## src/rtl/hazard_scoreboard.sv

```systemverilog
// rtl/hazard_scoreboard.sv - ID-stage hazard scoreboard with stall, issue strobe and HLT drain FSM
//
// Purpose: per-register countdown of cycles until each in-flight result is
// forwardable; derives the ID stall and issue strobe, freezes on data-memory
// busy, and drains the pipeline into a halted state on HLT.
//
// Ports:
//   clk, rst_n          clock (rising edge), asynchronous active-low reset
//   iss_valid           instruction in ID requests issue
//   iss_rs/_rs_used     source Rs and whether it is read
//   iss_rt/_rt_used     source Rt and whether it is read
//   iss_store           instruction is a store (Rt may use MEM->MEM forwarding)
//   iss_wr/iss_rd       instruction writes destination iss_rd
//   iss_lat             cycles until the result is forwardable (0 treated as 1)
//   hlt_req             instruction in ID is HLT
//   flush               squash the instruction in ID
//   mem_busy            data memory not ready, whole pipeline frozen
//   stall               hold PC and IF/ID, bubble into ID/EX
//   iss_fire            instruction accepted into EX this cycle
//   busy_map            bit r set while register r is pending
//   hlt                 processor halted
//   stall_cnt           saturating count of RUN-state stall cycles
module hazard_scoreboard #(
  parameter int NREG      = 16,
  parameter int RIDX_W    = 4,
  parameter int LAT_W     = 3,
  parameter int STORE_FWD = 1,
  parameter int CNT_W     = 16
) (
  input  logic              clk,
  input  logic              rst_n,
  input  logic              iss_valid,
  input  logic [RIDX_W-1:0] iss_rs,
  input  logic              iss_rs_used,
  input  logic [RIDX_W-1:0] iss_rt,
  input  logic              iss_rt_used,
  input  logic              iss_store,
  input  logic              iss_wr,
  input  logic [RIDX_W-1:0] iss_rd,
  input  logic [LAT_W-1:0]  iss_lat,
  input  logic              hlt_req,
  input  logic              flush,
  input  logic              mem_busy,
  output logic              stall,
  output logic              iss_fire,
  output logic [NREG-1:0]   busy_map,
  output logic              hlt,
  output logic [CNT_W-1:0]  stall_cnt
);

  typedef enum logic [1:0] {ST_RUN, ST_DRAIN, ST_HALTED} state_e;

  state_e            state_q, state_d;
  logic [LAT_W-1:0]  cnt_q [NREG];
  logic [LAT_W-1:0]  cnt_d [NREG];
  logic [CNT_W-1:0]  stall_cnt_q, stall_cnt_d;
  logic [LAT_W-1:0]  rs_cnt, rt_cnt, rt_lim, new_lat;
  logic              haz_rs, haz_rt, data_haz, all_idle;

  // Register 0 is never looked up, so a read of r0 always sees "ready".
  always_comb begin
    rs_cnt = '0;
    rt_cnt = '0;
    for (int r = 1; r < NREG; r++) begin
      if (iss_rs == RIDX_W'(r)) rs_cnt = cnt_q[r];
      if (iss_rt == RIDX_W'(r)) rt_cnt = cnt_q[r];
    end
  end

  // A store's Rt is consumed one stage later (MEM), so it tolerates one more cycle.
  assign rt_lim   = ((STORE_FWD != 0) && iss_store) ? LAT_W'(2) : LAT_W'(1);
  assign haz_rs   = iss_rs_used && (rs_cnt > LAT_W'(1));
  assign haz_rt   = iss_rt_used && (rt_cnt > rt_lim);
  assign data_haz = iss_valid && (haz_rs || haz_rt) && !flush;

  // Outputs are forced low while reset is held, regardless of inputs.
  assign stall    = rst_n && ((state_q != ST_RUN) || mem_busy || data_haz);
  assign iss_fire = rst_n && (state_q == ST_RUN) && iss_valid && !stall && !flush;
  assign new_lat  = (iss_lat == '0) ? LAT_W'(1) : iss_lat;

  always_comb begin
    for (int r = 0; r < NREG; r++) begin
      busy_map[r] = (cnt_q[r] != '0);
    end
  end
  assign all_idle  = (busy_map == '0);
  assign hlt       = (state_q == ST_HALTED);
  assign stall_cnt = stall_cnt_q;

  // Scoreboard next state: decrement unless frozen; a new writer overrides (WAW).
  always_comb begin
    for (int r = 0; r < NREG; r++) begin
      cnt_d[r] = cnt_q[r];
      if (!mem_busy && (cnt_q[r] != '0)) cnt_d[r] = cnt_q[r] - LAT_W'(1);
      if (r != 0 && iss_fire && iss_wr && !hlt_req && (iss_rd == RIDX_W'(r))) cnt_d[r] = new_lat;
      if (r == 0) cnt_d[r] = '0;
    end
  end

  always_comb begin
    stall_cnt_d = stall_cnt_q;
    if ((state_q == ST_RUN) && stall && (stall_cnt_q != '1)) stall_cnt_d = stall_cnt_q + CNT_W'(1);
  end

  always_comb begin
    state_d = state_q;
    case (state_q)
      ST_RUN:    if (iss_fire && hlt_req) state_d = ST_DRAIN;
      ST_DRAIN:  if (all_idle && !mem_busy) state_d = ST_HALTED;
      ST_HALTED: state_d = ST_HALTED;
      default:   state_d = ST_RUN;
    endcase
  end

  always_ff @(posedge clk or negedge rst_n) begin
    if (!rst_n) begin
      state_q     <= ST_RUN;
      stall_cnt_q <= '0;
      for (int r = 0; r < NREG; r++) cnt_q[r] <= '0;
    end else begin
      state_q     <= state_d;
      stall_cnt_q <= stall_cnt_d;
      for (int r = 0; r < NREG; r++) cnt_q[r] <= cnt_d[r];
    end
  end

endmodule

```

## config.mk

```make
export PLATFORM = sky130hd
export DESIGN_NAME = hazard_scoreboard
export DESIGN_NICKNAME = d
export VERILOG_FILES = /design/src/rtl/hazard_scoreboard.sv
export SDC_FILE = /design/constraint.sdc
export NUM_CORES = 1
export LEC_CHECK = 0
export ABC_AREA = 1
export BUFFER_PORTS_ARGS = -buffer_cell sky130_fd_sc_hd__buf_4
export CORE_ASPECT_RATIO = 0.9
export CORE_MARGIN = 4
export CORE_UTILIZATION = 60
export DETAILED_ROUTE_END_ITERATION = 12
export GPL_TIMING_DRIVEN = 0
export PLACE_DENSITY = 0.83
export SLEW_MARGIN = 20
export SYNTH_ARGS = -nofsm -noshare
export SYNTH_HDL_FRONTEND = slang
export SYNTH_SLANG_ARGS = --single-unit
```

## constraint.sdc

```tcl
create_clock -name clk -period 4.7 [get_ports clk]
set_input_delay 0.235 -clock clk [delete_from_list [all_inputs] [get_ports clk]]
set_output_delay 0.235 -clock clk [all_outputs]
set_load 0.005 [all_outputs]
```

# After elaboration in Yosys (flattened, before gate mapping)
# Index checks and enable logic that the tools add are counted.
totals:
  register_bits: 63
  inputBits: 25
  out_inout_bits: 35
  elab_cells: 237
classes:
  n_addsub: 16
  order_cmp: 2
  eq_ne: 50
  n_mux: 65
  n_reduce_logical: 87
ops:
  columns: ["operator", "n"]
  rows:
  - ["$mux 3", 61]
  - ["$eq 4x4->1 const B", 24]
  - ["$eq 4x3->1 const B", 12]
  - ["$logic_and 1x1->1", 45]
  - ["$reduce_bool 3->1", 15]
  - ["$sub 3x1->3 const B", 15]
  - ["$reduce_bool 2->1", 16]
  - ["$eq 4x2->1 const B", 6]
  - ["$add 16x1->16 const B", 1]
  - ["$logic_not 16->1", 1]
  - ["$ne 16x16->1 const B", 1]
  - ["$eq 4x1->1 const B", 3]
  - ["$mux 2", 3]
  - ["$pmux 2 s3", 1]
  - ["$logic_not 1->1", 4]
  - ["$gt 3x1->1 const B", 1]
  - ["$gt 3x2->1", 1]
  - ["$logic_not 3->1", 1]
  - ["$logic_or 1x1->1", 3]
  - ["$eq 2x1->1 const B", 1]
  - ["$eq 2x2->1 const B", 1]
  - ["$logic_not 2->1", 1]
  - ["$ne 2x1->1 const B", 1]
  - ["$ne 2x2->1 const B", 1]
  - ["$reduce_and 2->1", 1]

# Depth between registers and ports, before layout
depth:
  word_depth: 30
  depth_mapped: 35
  mapped_depth_nobuf: 34

# Worst setup path before layout
# No wires, ideal clock.
synth_timing:
  path_kind: "register to register"
  from: "register cnt_q[37] (netlist name)"
  to: "register cnt_q[26] (netlist name)"
  setup_time_ps: 131
  arrival_ps: 3312
  t_required_ps: 4569
  slack_ps: 1257
  path_stages_with_launch: 31
  n_path_buf: 1
  synth_period_minus_slack_ps: 3443
  path_cell_list: "dfrtp_1 inv_1 nor3_1 a2111oi_0 o21ai_0 a21oi_1 o21ai_0 a21oi_1 o21ai_0 a21oi_1 o21ai_0 a21oi_1 o21ai_0 a21oi_1 o21ai_0 ha_1 inv_1 nor2_1 o21ai_0 o21ai_0 inv_1 nand2_1 nand2_1 nand2_2 nand2_4 nand3_4 nor2_8 buf_12 nand3_2 nand2_1 o21ai_1"
synth_via:
  elab_chain_cells: 27
  word_cells_on_any_way: 43
  cone_classes: "order compare (2); mux (27); reduce/logical (14)"
synth_lines:
  columns: ["item", "line", "source"]
  rows:
  - ["start: declaration", "54", "logic [LAT_W-1:0] cnt_q [NREG];"]
  - ["$mux 3 (on tied branches) (13 in a row)", "65, 66", null]
  - ["$gt 3x1->1 / $gt 3x2->1 (equally long branches)", "72, 73", null]
  - ["$logic_and 1x1->1 (on tied branches)", "72, 73", null]
  - ["$logic_or 1x1->1 (*)", "74", "assign data_haz = iss_valid && (haz_rs || haz_rt) && !flush;"]
  - ["$logic_and 1x1->1 (*) (2 in a row)", "74", null]
  - ["$logic_or 1x1->1 (*)", "77", "assign stall = rst_n && ((state_q != ST_RUN) || mem_busy || data_haz);"]
  - ["$logic_and 1x1->1 (*)", "77", null]
  - ["$logic_not 1->1 (*)", "78", "assign iss_fire = rst_n && (state_q == ST_RUN) && iss_valid && !stall && !flush;"]
  - ["$logic_and 1x1->1 (*) (2 in a row)", "78", null]
  - ["$logic_and 1x1->1 (*) (3 in a row)", "95", "if (r != 0 && iss_fire && iss_wr && !hlt_req && (iss_rd == RIDX_W'(r))) cnt_d[r] = new_lat;"]
  - ["$mux 3 / $reduce_bool 2->1 (equally long branches)", null, null]
# Every way passes the cells marked *; elsewhere a longest branch is shown, timed or not.
# A chain may end at the register's enable or synchronous reset.

# Worst setup path after layout
layout_timing:
  from: "register cnt_q[37] (netlist name)"
  to: "register cnt_q[13] (netlist name)"
# The elaborated chain is that of the path after synthesis.

==> results.sh <==
export IMPL_cts_made_buffers=9
export IMPL_ys_ff_latch=63
export IMPL_ir_worst_vdd_mv=0.281
export IMPL_clk_pin_slew_ns=0.08
export IMPL_grt_overflow=0
export IMPL_dp_hpwl_um=11300
export IMPL_h_tree_depth=3
export IMPL_clk_latency_ns=0.36
export IMPL_timing_final_crit_share_pct=92.3
export IMPL_grt_pass1_vias=5099
export IMPL_violations="hold timing"
export IMPL_synth_cells=765
export IMPL_syn_cell_area_sq_mm=0.00524
export IMPL_status="finished, violations left"
export IMPL_finalHoldViolCount=27
export IMPL_post_route_cell_area_sq_mm=0.00605
export IMPL_io_buffers=58
export IMPL_vias_per_cell=5.39
export IMPL_cts_tree="done"
export IMPL_placed_area_sq_mm=0.00582
export IMPL_final_min_clock_period_ns=4.34
export IMPL_hold_ws_ns=-0.0321
export IMPL_max_slew_worst_pin_slew_ns=0.840
export IMPL_core_area_sq_mm=0.00853
export IMPL_synth_compound_area_share_pct=10.1
export IMPL_p_switching_w=0.00138
export IMPL_crit_required_ns=4.95
export IMPL_p_per_area_mw_per_mm2=500
export IMPL_synthSimpleGateAreaFrac_pct=30.9
export IMPL_fin_skew_ns=0.00965
export IMPL_syn_nets=827
export IMPL_hold_buffers=0
export IMPL_cts_max_path_buffers=2
export IMPL_synthMuxAreaShare_pct=0
export IMPL_grt_max_degree=65
export IMPL_synth_edf_count=0
export IMPL_floorplan_initialDensity_pct=61.4
export IMPL_max_cap_violations=0
export IMPL_rows=32
export IMPL_place_gp_congestion=0.987
export IMPL_layout_commonest_cell="nand2_1"
export IMPL_gr_usage_all_layers_pct=29.2
export IMPL_setup_worst_path_class="register to register"
export IMPL_via_count=5168
export IMPL_drt_initial_drc_count=370
export IMPL_setup_tns_ns=0
export IMPL_finalSetupViolations=0
export IMPL_slowest_delay_ns=0.45
export IMPL_crit_top_cell="o21ai_0"
export IMPL_synth_xor_area_share_pct=7.53
export IMPL_synth_flop_cell="dfrtp_1"
export IMPL_p_int_w=0.00164
export IMPL_cp_data_arrival_time_ns=4.59
export IMPL_cp_max_fo=4
export IMPL_drtPass1Iterations=5
export IMPL_critPathSlowestCell="a2111oi_1"
export IMPL_worstSetupStartpointType="register"
export IMPL_combPwrFrac_pct=52.3
export IMPL_final_max_slew_viol_count=0
export IMPL_relSlewSlack_pct=44.0
export IMPL_io_pins=60
export IMPL_drc_errors=0
export IMPL_dieArea_sq_mm=0.0103
export IMPL_drtAntennaViolNets=0
export IMPL_place_ws_ns=0.241
export IMPL_rsz0062_at_grt="false"
export IMPL_synthArstFlopShare_pct=100
export IMPL_finalWorstSetupSlack_ns=0.363
export IMPL_drive_above_1_share_pct=14.3
export IMPL_synth_adder_area_share_pct=8.84
export IMPL_fin_util_pct=71.0
export IMPL_p_leak_nw=3.11
export IMPL_wire_per_inst_um=14.9
export IMPL_clock_root_buffer="clkbuf_8"
export IMPL_yosysSeqAreaShare_pct=30.1
export IMPL_hold_path_class="input pin to async pin"
export IMPL_clockPowerShare_pct=16.7
export IMPL_nets=897
export IMPL_layout_common_cells="nand2_1 (192), inv_1 (145), nand3_1 (67)"
export IMPL_syn_area_per_cell_sq_um=6.84
export IMPL_power_frac_seq_pct=30.9
export IMPL_grt_pass1_wl_um=24300
export IMPL_fmax_mhz=231
export IMPL_antenna_found_initial=0
export IMPL_syn_to_final_growth_pct=15.6
export IMPL_cts_sinks=63
export IMPL_n_antenna_cell=0
export IMPL_synth_top_family_by_area="simple AND/OR/NAND/NOR gates"
export IMPL_die_width_um=106
export IMPL_die_y_um=96.6
export IMPL_drt_total_wl_um=14300
export IMPL_worst_setup_path_end_kind="register"
export IMPL_ys_warn_count=0
export IMPL_synth_cell_types=35
export IMPL_swShare_pct=45.7
[timing repair]
action / CTS / global route
gates resized for setup: 0 / 7
setup endpoints to repair: 0 / 31
buffers inserted: 0 / 1
[final timing paths]
kind / from / endpoint / depth (start not counted) / slack [ns]
hold / removal: rst_n / state_q[0] / 1 / -0.03
min in group clk: hlt_req / cnt_q[39] / 4 / 0.21
setup reg to reg: cnt_q[37] / cnt_q[13] / 30 / 0.36
setup / recovery: cnt_q[37] / cnt_q[13] / 30 / 0.36
hold reg to reg: state_q[0] / state_q[0] / 2 / 0.52
max in group asynchronous: rst_n / cnt_q[34] / 1 / 4.18
[final cells by class]
cell class / instances / area [sq um]
clock buffers: 10 / 138
flip-flops and latches: 63 / 1580
plain buffers: 11 / 72.6
inverters: 154 / 578
fillers: 748 / 2480
well taps: 119 / 149
repair buffers: 59 / 443
clock inverters: 6 / 70.1
multi-input cells: 537 / 3030
[critical path: cells and delay by family, from the launching register on]
| family | cells | cell delay [ns] |
|---|---|---|
| and+or+nand+nor | 10 | 0.93 |
| adders and majority gates | 1 | 0.30 |
| AOI/OAI and AO/OA | 14 | 2.06 |
| DFF | 1 | 0.42 |
| buffers and inverters | 5 | 0.51 |
[stage by stage]
step,instances,total power [W]
after global placement,942,0.00240
after CTS,958,0.00302
after detailed placement,942,0.00251
final,959,0.00303
after global routing,959,0.00335
after floorplan,765,0.00202
[power by group through the flow]
stage / combinational [W] / clock, W / sequential (W)
after detailed placement: 0.00157 / 0 / 0.000941
after global routing: 0.00185 / 0.000540 / 0.000965
after floorplan: 0.00113 / 0 / 0.000885
final: 0.00158 / 0.000507 / 0.000936
after global placement: 0.00147 / 0 / 0.000933
after CTS: 0.00158 / 0.000509 / 0.000932
[Yosys cell counts (8+ instances only)]
| master | number | share of area [%] |
|---|---|---|
| nand2_1 | 192 | 14 |
| inv_1 | 145 | 10 |
| nand3_1 | 67 | 6.4 |
| dfrtp_1 | 63 | 30 |
| nor2_1 | 57 | 4.1 |
| o21ai_0 | 43 | 4.1 |
| xor2_1 | 39 | 6.5 |
| ha_1 | 37 | 8.8 |
| o21ai_1 | 26 | 2.5 |
| nand3_2 | 10 | 1.9 |
| a21oi_1 | 9 | 0.86 |
| inv_2 | 9 | 0.65 |
| nor3_1 | 8 | 0.76 |
[sequential cells by signal, indices dropped and copies added, names as in the netlist]
signal / flops
cnt_q: 45
stall_cnt: 16
state_q: 2
[logic make-up after synthesis]
kind of cell / count (synthesis)
buffers and inverters: 165
other: 1
xor gates and xnor gates: 45
adders and majority gates: 37
DFF: 63
AOI/OAI and AO/OA: 95
and+or+nand+nor: 359
[layer usage]
metal	vias to the layer above	global-route usage (%)	share of wire, %
met4	0	7.96	2.3
met5	-	0	0
met1	2381	38.1	41
met2	221	48.7	48
li1	2538	-	-
met3	28	6.67	8.8
Note: power is estimated with default switching activity, not from simulation.
